==> src/rtl/tnn_stream_pkg.sv <==
// Shared widths and FSM encoding for the TNN result-stream packer.
// Imported by the packer top and by its testbench.
package tnn_stream_pkg;

  localparam int IN_W  = 64;
  localparam int OUT_W = 512;
  localparam int LANES = OUT_W / IN_W;
  localparam int CNT_W = 16;

  typedef enum logic [1:0] {
    IDLE,
    FILL,
    HOLD
  } packer_state_t;

endpackage

==> src/rtl/tnn_out_slice.sv <==
// Single-entry valid/ready register slice.
// Data only changes when the slot is empty or draining, so the output is stable under back-pressure.
module tnn_out_slice #(
  parameter int W = 513
) (
  input  logic         aclk,
  input  logic         aresetn,
  input  logic [W-1:0] push_data,
  input  logic         push_vld,
  output logic         push_rdy,
  output logic [W-1:0] pop_data,
  output logic         pop_vld,
  input  logic         pop_rdy
);

  logic [W-1:0] data_reg;
  logic         vld_reg;

  assign push_rdy = !vld_reg | pop_rdy;
  assign pop_data = data_reg;
  assign pop_vld  = vld_reg;

  always_ff @(posedge aclk or negedge aresetn) begin
    if (!aresetn) begin
      data_reg <= '0;
      vld_reg  <= 1'b0;
    end else if (push_vld & push_rdy) begin
      data_reg <= push_data;
      vld_reg  <= 1'b1;
    end else if (pop_rdy) begin
      vld_reg <= 1'b0;
    end
  end

endmodule

==> src/rtl/tnn_stream_packer.sv <==
// Packs 64-bit result words into 512-bit beats with frame closing on a programmed word count.
// The accumulator doubles as a second buffer (HOLD) while the output slice is stalled.
module tnn_stream_packer
  import tnn_stream_pkg::*;
#(
  parameter int IN_W  = tnn_stream_pkg::IN_W,
  parameter int OUT_W = tnn_stream_pkg::OUT_W,
  parameter int CNT_W = tnn_stream_pkg::CNT_W
) (
  input  logic             aclk,
  input  logic             aresetn,
  input  logic [CNT_W-1:0] frame_len,
  input  logic [IN_W-1:0]  s_bits,
  input  logic             s_vld,
  output logic             s_rdy,
  output logic [OUT_W-1:0] m_bits,
  output logic             m_vld,
  input  logic             m_rdy,
  output logic             m_last,
  output logic [31:0]      frames_done,
  output logic             busy
);

  localparam int NLANES = OUT_W / IN_W;
  localparam int LANE_W = (NLANES > 1) ? $clog2(NLANES) : 1;

  packer_state_t    state_reg, state_next;
  logic [LANE_W-1:0] lane_reg, lane_next;
  logic [CNT_W-1:0] cnt_reg, cnt_next;
  logic [CNT_W-1:0] len_reg, len_next;
  logic [OUT_W-1:0] acc_reg, acc_next;
  logic             hold_last_reg, hold_last_next;
  logic [31:0]      frames_done_reg;

  logic             in_hs;
  logic             slot_free;
  logic             push_vld;
  logic             push_last;
  logic [OUT_W-1:0] push_bits;
  logic [OUT_W-1:0] merged;
  logic [CNT_W-1:0] cur_len;
  logic [CNT_W-1:0] cnt_inc;
  logic             frame_end;
  logic             beat_done;

  // Lanes above the current one are still zero in the accumulator, which gives the zero padding.
  generate
    for (genvar gi = 0; gi < NLANES; gi++) begin : g_lane
      assign merged[gi*IN_W +: IN_W] = (lane_reg == LANE_W'(gi)) ? s_bits
                                                                 : acc_reg[gi*IN_W +: IN_W];
    end
  endgenerate

  assign s_rdy     = (state_reg != HOLD);
  assign in_hs     = s_vld & s_rdy;
  assign cur_len   = (state_reg == IDLE) ? ((frame_len == '0) ? CNT_W'(1) : frame_len) : len_reg;
  assign cnt_inc   = (state_reg == IDLE) ? CNT_W'(1) : cnt_reg + CNT_W'(1);
  assign frame_end = (cnt_inc == cur_len);
  assign beat_done = (lane_reg == LANE_W'(NLANES - 1)) | frame_end;

  always_comb begin
    state_next     = state_reg;
    lane_next      = lane_reg;
    cnt_next       = cnt_reg;
    len_next       = len_reg;
    acc_next       = acc_reg;
    hold_last_next = hold_last_reg;
    push_vld       = 1'b0;
    push_bits      = acc_reg;
    push_last      = hold_last_reg;
    case (state_reg)
      HOLD: begin
        if (slot_free) begin
          push_vld   = 1'b1;
          acc_next   = '0;
          state_next = hold_last_reg ? IDLE : FILL;
        end
      end
      default: begin
        if (in_hs) begin
          if (state_reg == IDLE) len_next = cur_len;
          cnt_next = frame_end ? '0 : cnt_inc;
          if (beat_done) begin
            lane_next = '0;
            if (slot_free) begin
              push_vld   = 1'b1;
              push_bits  = merged;
              push_last  = frame_end;
              acc_next   = '0;
              state_next = frame_end ? IDLE : FILL;
            end else begin
              acc_next       = merged;
              hold_last_next = frame_end;
              state_next     = HOLD;
            end
          end else begin
            lane_next  = lane_reg + LANE_W'(1);
            acc_next   = merged;
            state_next = FILL;
          end
        end
      end
    endcase
  end

  always_ff @(posedge aclk or negedge aresetn) begin
    if (!aresetn) begin
      state_reg     <= IDLE;
      lane_reg      <= '0;
      cnt_reg       <= '0;
      len_reg       <= '0;
      acc_reg       <= '0;
      hold_last_reg <= 1'b0;
    end else begin
      state_reg     <= state_next;
      lane_reg      <= lane_next;
      cnt_reg       <= cnt_next;
      len_reg       <= len_next;
      acc_reg       <= acc_next;
      hold_last_reg <= hold_last_next;
    end
  end

  always_ff @(posedge aclk or negedge aresetn) begin
    if (!aresetn) begin
      frames_done_reg <= '0;
    end else if (m_vld & m_rdy & m_last) begin
      frames_done_reg <= frames_done_reg + 32'd1;
    end
  end

  tnn_out_slice #(
    .W(OUT_W + 1)
  ) u_out_slice (
    .aclk     (aclk),
    .aresetn  (aresetn),
    .push_data({push_last, push_bits}),
    .push_vld (push_vld),
    .push_rdy (slot_free),
    .pop_data ({m_last, m_bits}),
    .pop_vld  (m_vld),
    .pop_rdy  (m_rdy)
  );

  assign frames_done = frames_done_reg;
  assign busy        = (state_reg != IDLE) | m_vld;

endmodule

==> config.mk <==
export PLATFORM = sky130hd
export DESIGN_NAME = tnn_stream_packer
export DESIGN_NICKNAME = d
export VERILOG_FILES = /design/src/rtl/tnn_stream_pkg.sv /design/src/rtl/tnn_out_slice.sv /design/src/rtl/tnn_stream_packer.sv
export SDC_FILE = /design/constraint.sdc
export NUM_CORES = 2
export LEC_CHECK = 0
export CAP_MARGIN = 10
export CORE_MARGIN = 2
export CORE_UTILIZATION = 40
export CTS_CLUSTER_DIAMETER = 80
export DETAILED_ROUTE_END_ITERATION = 8
export HOLD_SLACK_MARGIN = 0.06
export PLACE_DENSITY = 0.72
export SLEW_MARGIN = 20
export SYNTH_ARGS = -nofsm -noshare
export SYNTH_HDL_FRONTEND = slang
export SYNTH_SLANG_ARGS = --single-unit
==> constraint.sdc <==
create_clock -name aclk -period 3.14 [get_ports aclk]
set_input_delay 0.785 -clock aclk [delete_from_list [all_inputs] [get_ports aclk]]
set_output_delay 0.785 -clock aclk [all_outputs]
set_load 0.01 [all_outputs]
==> results.md <==
- Status: complete, but fails checks
- Failing checks: setup timing
- # port buffers: roughly 630
- Endpoints failing hold: 0
- Placed cell count: just under 6,000
- Yosys reg bits: ~1,100
- Period minus WS final: between 3000 and 4000 ps
- ANT nets after route: 0
- Vias in the first global route: approximately 41,000
- Yosys top cell area share: 0.582
- Hold path depth: 3
- Avg Cell Area, Syn: 12.2 µm²
- Pin count of the biggest net entering global routing: about 100
- Setup Slack @ Placement: -1190 ps
- Dpl hpwl: about 130,000 µm
- Fmax: roughly 0.3 GHz
- DRC viols: 0
- Reg clk slew, reported paths: approximately 60 ps
- FFs w/ async S/R, synth: 1.00
- Finished Layout Cells: between 6,000 and 7,000
- Main area contributors after synthesis: dfrtp_1 58%, a22o_1 5.8%, a221o_1 5.3%, o221a_2 4.6%, or4_1 2.7%
- Worst VDD drop: around 600 µV
- Primary FF master, synth: dfrtp_1
- Final Cycle Share: 1.07
- Die height: between 300 and 400 µm
- Worst reg2reg path depth: 13
- 1st-iter DRT viols: 5,178
- Biggest area consumer among synthesized cells: dfrtp_1
- Req. time, crit path: 3730 ps
- Crit end category: register
- DP Area: approximately 59,000 µm²
- Final TNS setup: -84,270 ps
- EDFF count, synth: 0
- Most common cell after layout, fill and taps aside: dfrtp_1
- H-tree depth reported by CTS: 3
- Clk_lat worst skew: 720 ps
- Post-synthesis net count: about 4,000
- Routed len/inst: 33.7 µm
- Reg2reg start: cnt_reg[0]$_DFFE_PN0P_
- Total Routing Usage GR: 0.333
- Max Buffers Root-to-Sink: 3
- Die X: 347 µm
- Worst Max-Slew Pin Slew: around 1100 ps
- TritonRoute pass-1 iters: 6
- Mapped cell area: 47,100 µm²
- DR vias/cell: a little under 7
- Full die area: 121,000 µm²
- Vias after detailed routing: approximately 42,000
- Setup violators final: a little over 900
- Worst hold path type: in2reg
- MaxCap Viol Count: 0
- Core area: 117,000 µm²
- Yosys cell types: 69
- Sink Count: between 1,000 and 1,500
- Yosys warning count: 0
- I/O Pins: approximately 630
- RSZ-0062 raised after global routing: true
- Root Driver: clkbuf_16
- Max-slew headroom: 0.255
- Fin util: 0.556
- Most frequent cells in the layout: 1,094 x dfrtp_1, 615 x clkdlybuf4s50_1, 317 x buf_4
- Final Max Slew Viols: 0
- Share of cells above drive strength 1: 0.234
- CTS tree: built
- Critical Path AT: about 4000 ps
- Post-Syn Instances: slightly below 4,000
- Worst clock skew: 22.3 ps
- First-pass GRT wire length: ~300,000 µm
- Largest register FFs: about 510
- Site row count: 125
- Register area share after synthesis: 0.582
- Startpoint of the worst hold path: frame_len[7]
- Worst Setup Start Kind: register
- Routed Wire Length: 211,000 µm
- Total global routing overflow: 0
- Cts bufs inserted: about 120
- Reg-to-Reg End: u_out_slice.pop_data[29]$_DFFE_PN0P_
- Design area: 64,800 µm²
- Antenna violations before repair: 4
- GP Congestion: approximately 0.90
- Final nets: 4,726
- Initial core utilization: 0.404
- PwrDens: 950 nW/µm²
- Worst hold endpoint: len_reg[7]$_DFFE_PN0P_
- P_leak: approximately 27 nW
- R2R setup slack: -230 ps
- Crit path kind: reg2reg
- Worst-path fanout max: 8
- Area growth, synth to finish: 37.6%
- Final worst setup slack: -234 ps
[power breakdown]
part / internal (W) / total, W / switching [W]
clock network: 0.00827 / 0.0144 / 0.00610
registers: 0.0197 / 0.0247 / 0.00495
logic: 0.0125 / 0.0226 / 0.0100
[worst max-delay path by stage]
stage                                       from  depth (start not counted)                               endpoint
after detailed placement           frame_len[11]                         12   u_out_slice.pop_data[11]$_DFFE_PN0P_
after floorplan                    frame_len[11]                         11  u_out_slice.pop_data[377]$_DFFE_PN0P_
final                     cnt_reg[0]$_DFFE_PN0P_                         13   u_out_slice.pop_data[29]$_DFFE_PN0P_
after CTS                 cnt_reg[0]$_DFFE_PN0P_                         14  u_out_slice.pop_data[107]$_DFFE_PN0P_
after global placement             frame_len[10]                         12   u_out_slice.pop_data[11]$_DFFE_PN0P_
after global routing      cnt_reg[1]$_DFFE_PN0P_                         13   u_out_slice.pop_data[29]$_DFFE_PN0P_
[layout make-up]
cell class | count | area, µm²
diodes | 2 | 5.00
clock buffers | 158 | 3300
clock inverters | 53 | 636
fillers | 9366 | 51700
inverters | 13 | 48.8
multi-input cells | 2263 | 18900
flip-flops and latches | 1096 | 27400
well taps | 1524 | 1910
repair buffers | 1145 | 12600
[routing by layer]
layer	wire, µm	GRT usage	share of wire	vias to the layer above
met4	12300	0.160	0.058	2
li1	-	-	-	16825
met5	8	0	0.000038	-
met2	93800	0.506	0.44	3166
met3	24600	0.0831	0.12	583
met1	80300	0.447	0.38	21688
[per-stage QoR]
step / hold slack, ps / power [W]
global placement: 462 / 0.0452
floorplan: 446 / 0.0329
detailed placement: 469 / 0.0457
global route: 414 / 0.0636
finish: 424 / 0.0616
CTS: 68.2 / 0.0605
[cells in the mapped netlist, types with 6 or more instances]
master and count:
buf_4 9, and2_1 67, xnor2_1 38, xor2_1 17, nand3_1 28, mux2i_1 7, and4_1 34, o21a_1 7
a21oi_1 185, buf_6 26, nand4_1 10, buf_2 137, a32o_1 64, nand2b_1 9, dfrtp_1 1096, nor3_2 7
a31oi_1 61, a311o_1 7, nor3_1 12, or4_1 168, o21ai_1 6, nand2_1 274, o21ai_0 44, and3_1 9
nor2_1 53, a22o_1 311, o221a_1 10, mux2_2 15, o221a_2 193, a221o_1 251, inv_1 13, o41ai_1 53
o211ai_1 58, nor4_1 61, nor2b_1 6, o2bb2ai_1 139, buf_1 12, clkbuf_1 311, ha_1 8
[repair_timing]
action | in CTS | in global routing
endpoints found under the setup margin | 1036 | 1039
hold buffers | 0 | 1
buffers inserted | 40 | 17
resized for setup | 110 | 105
hold endpoints to repair | 0 | 3
pin swaps | 29 | 92
gates cloned | 15 | 15
[cell families after synthesis]
| logic type | synth area share |
|---|---|
| DFF | 0.582 |
| muxes | 0.00507 |
| AOI/OAI and AO/OA | 0.263 |
| and+or+nand+nor | 0.0882 |
| buffers and inverters | 0.0491 |
| xor gates and xnor gates | 0.0106 |
| adders and majority gates | 0.00212 |
[worst max-delay path: stages (launching register included)]
cell	delay, ps
dfrtp_2	440
buf_6	120
nand4_1	110
nor4b_2	310
o2111ai_2	190
a222oi_1	490
buf_4	200
o21a_4	160
a21oi_4	90
buf_12	180
buf_4	160
buf_16	140
or4_1	490
o221a_1	150
Note: power is estimated with default switching activity, not from simulation.
